`src/rtl/btn_debounce_pulse.sv`:
```
// Input conditioning for the ALU register bank: two-flop synchronisers on the switches and
// buttons, per-button debounce FSMs, and a one-hot single-cycle load strobe per accepted press.

module btn_debounce_pulse_chk #(
  parameter int N_B = 3
) (
  input logic           clock,
  input logic           reset,
  input logic [N_B-1:0] o_buttons,
  input logic [N_B-1:0] o_held
);

  a_strobe_onehot0: assert property (@(posedge clock) disable iff (reset) $onehot0(o_buttons));
  a_strobe_held:    assert property (@(posedge clock) disable iff (reset) ((o_buttons & ~o_held) == '0));

endmodule

module btn_debounce_pulse #(
  parameter int N_SW       = 6,
  parameter int N_B        = 3,
  parameter int DEB_CYCLES = 1000000,
  parameter int CNT_W      = 20
) (
  input  logic            clock,
  input  logic            reset,
  input  logic [N_SW-1:0] i_SWs_raw,
  input  logic [N_B-1:0]  i_buttons_raw,
  output logic [N_SW-1:0] o_SWs,
  output logic [N_B-1:0]  o_buttons,
  output logic [N_B-1:0]  o_held
);

  typedef enum logic [1:0] {
    IDLE         = 2'd0,
    PRESS_WAIT   = 2'd1,
    HELD         = 2'd2,
    RELEASE_WAIT = 2'd3
  } deb_state_t;

  // The count runs 1..DEB_CYCLES-1 and is then cleared, so it can never wrap.
  localparam logic [CNT_W-1:0] CNT_LAST = CNT_W'(DEB_CYCLES - 1);

  logic [N_SW-1:0] sw_meta_r;
  logic [N_B-1:0]  btn_meta_r;
  logic [N_B-1:0]  btn_sync_r;
  logic [N_B-1:0]  press_evt_s;
  logic [N_B-1:0]  held_s;
  logic [N_B-1:0]  strobe_s;
  logic            found_s;

  // Two-flop synchronisers; the second switch stage drives o_SWs directly.
  always_ff @(posedge clock) begin
    if (reset) begin
      sw_meta_r  <= '0;
      o_SWs      <= '0;
      btn_meta_r <= '0;
      btn_sync_r <= '0;
    end else begin
      sw_meta_r  <= i_SWs_raw;
      o_SWs      <= sw_meta_r;
      btn_meta_r <= i_buttons_raw;
      btn_sync_r <= btn_meta_r;
    end
  end

  for (genvar g = 0; g < N_B; g++) begin : g_btn
    deb_state_t       state_r;
    logic [CNT_W-1:0] cnt_r;
    logic             held_r;

    // Debounce FSM: a level change is accepted after DEB_CYCLES consecutive equal samples.
    always_ff @(posedge clock) begin
      if (reset) begin
        state_r <= IDLE;
        cnt_r   <= '0;
        held_r  <= 1'b0;
      end else begin
        case (state_r)
          IDLE: begin
            held_r <= 1'b0;
            if (btn_sync_r[g]) begin
              state_r <= PRESS_WAIT;
              cnt_r   <= CNT_W'(1);
            end else begin
              cnt_r   <= '0;
            end
          end
          PRESS_WAIT: begin
            if (!btn_sync_r[g]) begin
              state_r <= IDLE;
              cnt_r   <= '0;
            end else if (cnt_r == CNT_LAST) begin
              state_r <= HELD;
              cnt_r   <= '0;
              held_r  <= 1'b1;
            end else begin
              cnt_r   <= cnt_r + CNT_W'(1);
            end
          end
          HELD: begin
            held_r <= 1'b1;
            if (!btn_sync_r[g]) begin
              state_r <= RELEASE_WAIT;
              cnt_r   <= CNT_W'(1);
            end else begin
              cnt_r   <= '0;
            end
          end
          RELEASE_WAIT: begin
            if (btn_sync_r[g]) begin
              state_r <= HELD;
              cnt_r   <= '0;
            end else if (cnt_r == CNT_LAST) begin
              state_r <= IDLE;
              cnt_r   <= '0;
              held_r  <= 1'b0;
            end else begin
              cnt_r   <= cnt_r + CNT_W'(1);
            end
          end
          default: begin
            state_r <= IDLE;
            cnt_r   <= '0;
            held_r  <= 1'b0;
          end
        endcase
      end
    end

    // The press event coincides with the PRESS_WAIT -> HELD transition edge.
    assign press_evt_s[g] = (state_r == PRESS_WAIT) && btn_sync_r[g] && (cnt_r == CNT_LAST);
    assign held_s[g]      = held_r;
  end

  assign o_held = held_s;

  // Keep only the highest-index press event; lower ones are dropped, not queued.
  always_comb begin
    strobe_s = '0;
    found_s  = 1'b0;
    for (int i = N_B - 1; i >= 0; i--) begin
      if (press_evt_s[i] && !found_s) begin
        strobe_s[i] = 1'b1;
        found_s     = 1'b1;
      end else begin
        strobe_s[i] = 1'b0;
      end
    end
  end

  // Registered load strobe, high for exactly one cycle per accepted press.
  always_ff @(posedge clock) begin
    if (reset) begin
      o_buttons <= '0;
    end else begin
      o_buttons <= strobe_s;
    end
  end

  btn_debounce_pulse_chk #(.N_B(N_B)) u_chk (
    .clock     (clock),
    .reset     (reset),
    .o_buttons (o_buttons),
    .o_held    (o_held)
  );

endmodule
```
`config.mk`:
```
export PLATFORM = sky130hd
export DESIGN_NAME = btn_debounce_pulse
export DESIGN_NICKNAME = d
export VERILOG_FILES = /design/src/rtl/btn_debounce_pulse.sv
export SDC_FILE = /design/constraint.sdc
export NUM_CORES = 1
export LEC_CHECK = 0
export BUFFER_PORTS_ARGS = -buffer_cell sky130_fd_sc_hd__buf_2
export CAP_MARGIN = 10
export CORE_ASPECT_RATIO = 2
export CORE_MARGIN = 4
export CORE_UTILIZATION = 25
export DETAILED_ROUTE_END_ITERATION = 10
export PLACE_DENSITY = 0.48
export SLEW_MARGIN = 20
export SYNTH_ARGS = -nofsm -noshare
export SYNTH_HDL_FRONTEND = slang
export SYNTH_HIERARCHICAL = 1
export SYNTH_SLANG_ARGS = --single-unit
export TNS_END_PERCENT = 100
```
`constraint.sdc`:
```
create_clock -name clock -period 4.5 [get_ports clock]
set_input_delay 0 -clock clock [delete_from_list [all_inputs] [get_ports clock]]
set_output_delay 0 -clock clock [all_outputs]
set_load 0.01 [all_outputs]
```
**Word level (Yosys, flattened, before mapping)**

Index checks and enable logic that the tools add are counted.
Widths: inputs -> output; s select.

- Output and inout bits: 12
- Input bits: 11
- Logic and storage cells: 130
- Register bits: 90

- Muxes and demuxes: 58
- $add $sub $neg: 3
- Eq/ne operators: 36
- Reductions and logical operators: 19

Operators with widths:

| operator | count |
|---|---|
| $pmux 20 s4 | 3 |
| $mux 20 | 9 |
| $add 20x1->20 const B | 3 |
| $eq 20x20->1 const B | 3 |
| $mux 2 | 18 |
| $ne 2x2->1 const B | 17 |
| $pmux 2 s4 | 3 |
| $reduce_and 4->1 | 6 |
| $mux 1 | 22 |
| $ne 3x3->1 const B | 5 |
| $eq 2x2->1 const B | 6 |
| $pmux 1 s4 | 3 |
| $logic_and 1x1->1 | 8 |
| $eq 2x1->1 const B | 3 |
| $logic_not 2->1 | 3 |
| $ne 3x2->1 const B | 1 |
| $logic_not 1->1 | 2 |
| $ne 2x1->1 const B | 1 |

**Logic depth before layout (Yosys ltp)**

- Depth after elaboration: 10
- Gate-level depth with buffers: 8
- Depth with buffers taken out: 7

**Worst setup path after synthesis**

OpenSTA, ideal clock, no wires.

- Kind: register to register
- From: reg g_btn[1].cnt_r[10]
- To: reg g_btn[1].cnt_r[15]
- Setup slack: 2,462 ps
- Buffers on the path: 2
- Cell stages (with the launch flop): 8
- Setup time: 115 ps
- Data required time: 4,385 ps
- Arrival time: 1,924 ps
- Period minus slack after synthesis: 2,038 ps
- Cell sequence: dfxtp_1 > or4_1 > or4_4 > nor2_4 > or4_1 > buf_4 > buf_6 > nor2_1

- Longest elaborated chain between the ends: 4
- Elaborated cells on any way between the ends: 6
- Classes of those cells: add/sub: 1; eq/ne: 1; mux: 4

RTL lines:

| item | RTL line | text |
|---|---|---|
| start, declared | 68 | `logic [CNT_W-1:0] cnt_r;` |
| start signal, assigned | 97 | `cnt_r <= cnt_r + CNT_W'(1);` |
| start signal, assigned | 118 | `cnt_r <= cnt_r + CNT_W'(1);` |
| $add 20x1->20 / $eq 20x20->1 (equally long branches) | - |  |
| $mux 20 * | 92, 113 |  |
| $mux 20, on equally long branches | 110, 89 |  |
| $pmux 20 s4 * | 78 | `case (state_r)` |

Mark *: on every way between the ends. The rest lies on a longest branch, timed or not.
A chain may end at the register's enable or synchronous reset.

**Worst setup path after layout**

- From: reg g_btn[1].cnt_r[10]
- To: reg g_btn[1].cnt_r[18]

Same word-level chain as after synthesis.

==> impl_metrics.ini <==
[status]
status = completed

[sta]
finClkSkew_ns = 0.0102
finalSetupViolations = 0
slew_viol_final = 0
timing.fmax_mhz = 413
grt_setup_unrepaired = false
fin_setup_tns_ns = 0
hold_viol_final = 0
slew_headroom_pct = 55.3
fin_crit_sh_pct = 53.8
period_needed_ns = 2.42
whs_ns = 0.146
worst_pin_slew_ns = 0.670

[layout]
nets = 514
area_growth_pct = 17.0
final_cell_mix = 90 x dfxtp_1, 80 x nor2_1, 32 x xnor2_1, 30 x nand2_1
layout_commonest_cell = dfxtp_1
fin_util_pct = 30.0
antenna_cells = 0
layoutNonFillerInstCount = 691
drive_above_1_share_pct = 8.78

[detailed_routing]
wl_per_cell_um = 12.5
ant_nets = 0
drc = 0
vias = 3107
viasPerCell = 4.50
dr.pass1.iters = 4
drt_iter0_markers = 109
routed_wl_um = 8610

[cts]
cts.sinks = 90
clock_latency_ns = 0.35
clk_pin_slew_ns = 0.07
clockRootBuffer = clkbuf_16
clockBufferDepth = 2
cts_tree = yes
cts_buffers = 9
cts_resized = 0
htreeDepth = 3
post_cts_buffers = 0

[yosys]
syn_area_sq_um = 4060
ys_warn_count = 6
syn_nets = 485
synth_cell_types = 52
synthCells = 456
synth_flop_cell = dfxtp_1
ys_ff_latch = 90
ys_seq_area_share_pct = 44.3
avgSynthCellArea_sq_um = 8.91
synth-async-reset-ratio_pct = 0
synth_edf_count = 0

[place]
dp_hpwl_um = 6280
gp_congestion = 0.795
portBuffers = 22
dpl.cell_count = 666

[global_routing]
grt_usage_pct = 9.94
grt_overflow = 0
grt_pass1_wl_um = 14800
grt_max_degree = 32
grt_pass1_vias = 3224
antenna_found_initial = 0

[pwr]
p_total_uw = 1910
leakagePower_uw = 0.00161
p_per_area_nw_per_um2 = 402
ir_worst_vdd_v = 0.000179

[floorplanning]
initial_utilization_pct = 25.6
rows = 65
die_y_um = 188
io_pins = 23
die_area_sq_um = 18500
coreArea_sq_um = 15900
die-width_um = 98.2

[worst_setup_path]
cp.arrival_ns = 2.63
critPathRequiredTime_ns = 4.71
r2r_start = g_btn[1].cnt_r[10]$_SDFF_PP0_
worst_r2r_path_depth = 5
reg2reg_slack_ns = 2.08
crit_fanout = 19
criticalPathCategory = flip-flop to flip-flop
cp-start-kind = flip-flop
rr_endpoint = g_btn[1].cnt_r[18]$_SDFF_PP0_
critPathCaptureType = flip-flop

[hold_path]
min_path_type = input port to flip-flop
min_from = reset
hold_end = btn_sync_r[1]$_SDFF_PP0_
holdPathStages = 2

[job]
drv_cap = 0
-- power by group --
part | switching (uW) | internal [uW]
combinational | 143 | 116
clock | 330 | 451
sequential | 36.3 | 836
-- worst max-delay path by stage --
stage                                  start                             to  slack, ns  depth (start not counted)
6_report       g_btn[1].cnt_r[10]$_SDFF_PP0_  g_btn[1].cnt_r[18]$_SDFF_PP0_       2.08                          5
5_1_grt        g_btn[1].cnt_r[10]$_SDFF_PP0_  g_btn[1].cnt_r[18]$_SDFF_PP0_       1.95                          5
4_1_cts        g_btn[1].cnt_r[10]$_SDFF_PP0_  g_btn[1].cnt_r[18]$_SDFF_PP0_       2.07                          5
3_5_place_dp   g_btn[1].cnt_r[10]$_SDFF_PP0_  g_btn[1].cnt_r[18]$_SDFF_PP0_       2.08                          5
3_3_place_gp   g_btn[1].cnt_r[10]$_SDFF_PP0_  g_btn[1].cnt_r[18]$_SDFF_PP0_       2.17                          5
2_1_floorplan  g_btn[1].cnt_r[10]$_SDFF_PP0_  g_btn[1].cnt_r[15]$_SDFF_PP0_       2.46                          7
-- synth_stat cells (5+ instances only) --
library cell  count  area (sq um)
and3_1           11          68.8
nor2b_1          18           113
nand4_1          15          93.8
clkbuf_1          7          26.3
a21oi_1           7          35.0
nand2_1          30           113
mux2i_1           5          50.1
inv_1            21          78.8
o21ai_0           6          30.0
xor2_1           21           184
nor3_1           12          60.1
nor2_1           80           300
dfxtp_1          90          1800
and4_1            5          43.8
xnor2_1          32           280
nand3_1          22           110
ha_1             18           225
-- metal layers --
metal,part of all wire (%),up-vias,GRT usage [%]
met5,0,-,0
met4,3.3,0,5.84
li1,-,1601,-
met2,54,47,18.3
met1,40,1441,9.92
met3,2.7,18,2.37
-- state kept, by name, indices dropped and copies added (netlist names), named ones only --
| register | cells |
|---|---|
| g_btn.cnt_r | 60 |
| o_SWs | 6 |
| sw_meta_r | 6 |
| btn_meta_r | 3 |
| btn_sync_r | 3 |
| g_btn.held_r | 3 |
| g_btn.state_r | 3 |
| o_buttons | 3 |
-- layout make-up --
cell class                      count  area, sq um
Multi-Input combinational cell    332         2110
Tap cell                          201          251
Timing Repair Buffer               31          200
Clock buffer                       10          239
Clock inverter                      6         71.3
Sequential cell                    90         1800
Fill cell                        1687        11100
Inverter                           21         78.8
-- what timing repair did --
item	4_1_cts	5_1_grt
endpoints found under the setup margin	0	0
endpoints found under the hold margin	9	0
hold buffers	9	0
-- logic make-up (layout without fill, tap and decap cells) --
logic type,count (synthesis),count (layout),synth area share [%]
XOR/XNOR,53,53,11.4
adder cells (fa/ha/maj),18,18,5.54
flip-flops,90,90,44.3
AND/OR/NAND/NOR,222,222,27.9
multiplexers,6,6,1.51
AO/OA/AOI/OAI,33,33,5.60
buffers and inverters,34,68,3.69
-- stage by stage --
| stage | area (sq um) | setup slack (ns) |
|---|---|---|
| after global routing | 4750 | 1.95 |
| after floorplan | 4060 | 2.46 |
| after global placement | 4350 | 2.17 |
| after CTS | 4750 | 2.07 |
| final | 4750 | 2.08 |
| after detailed placement | 4350 | 2.08 |
-- critical path, cell delays in order, from the launching register on --
cell	delay (ns)
dfxtp_1	0.35
or4_1	0.52
or4_4	0.57
nor2_4	0.13
or4_1	0.57
nor2_1	0.13
Power figures use the tool's default switching activity.
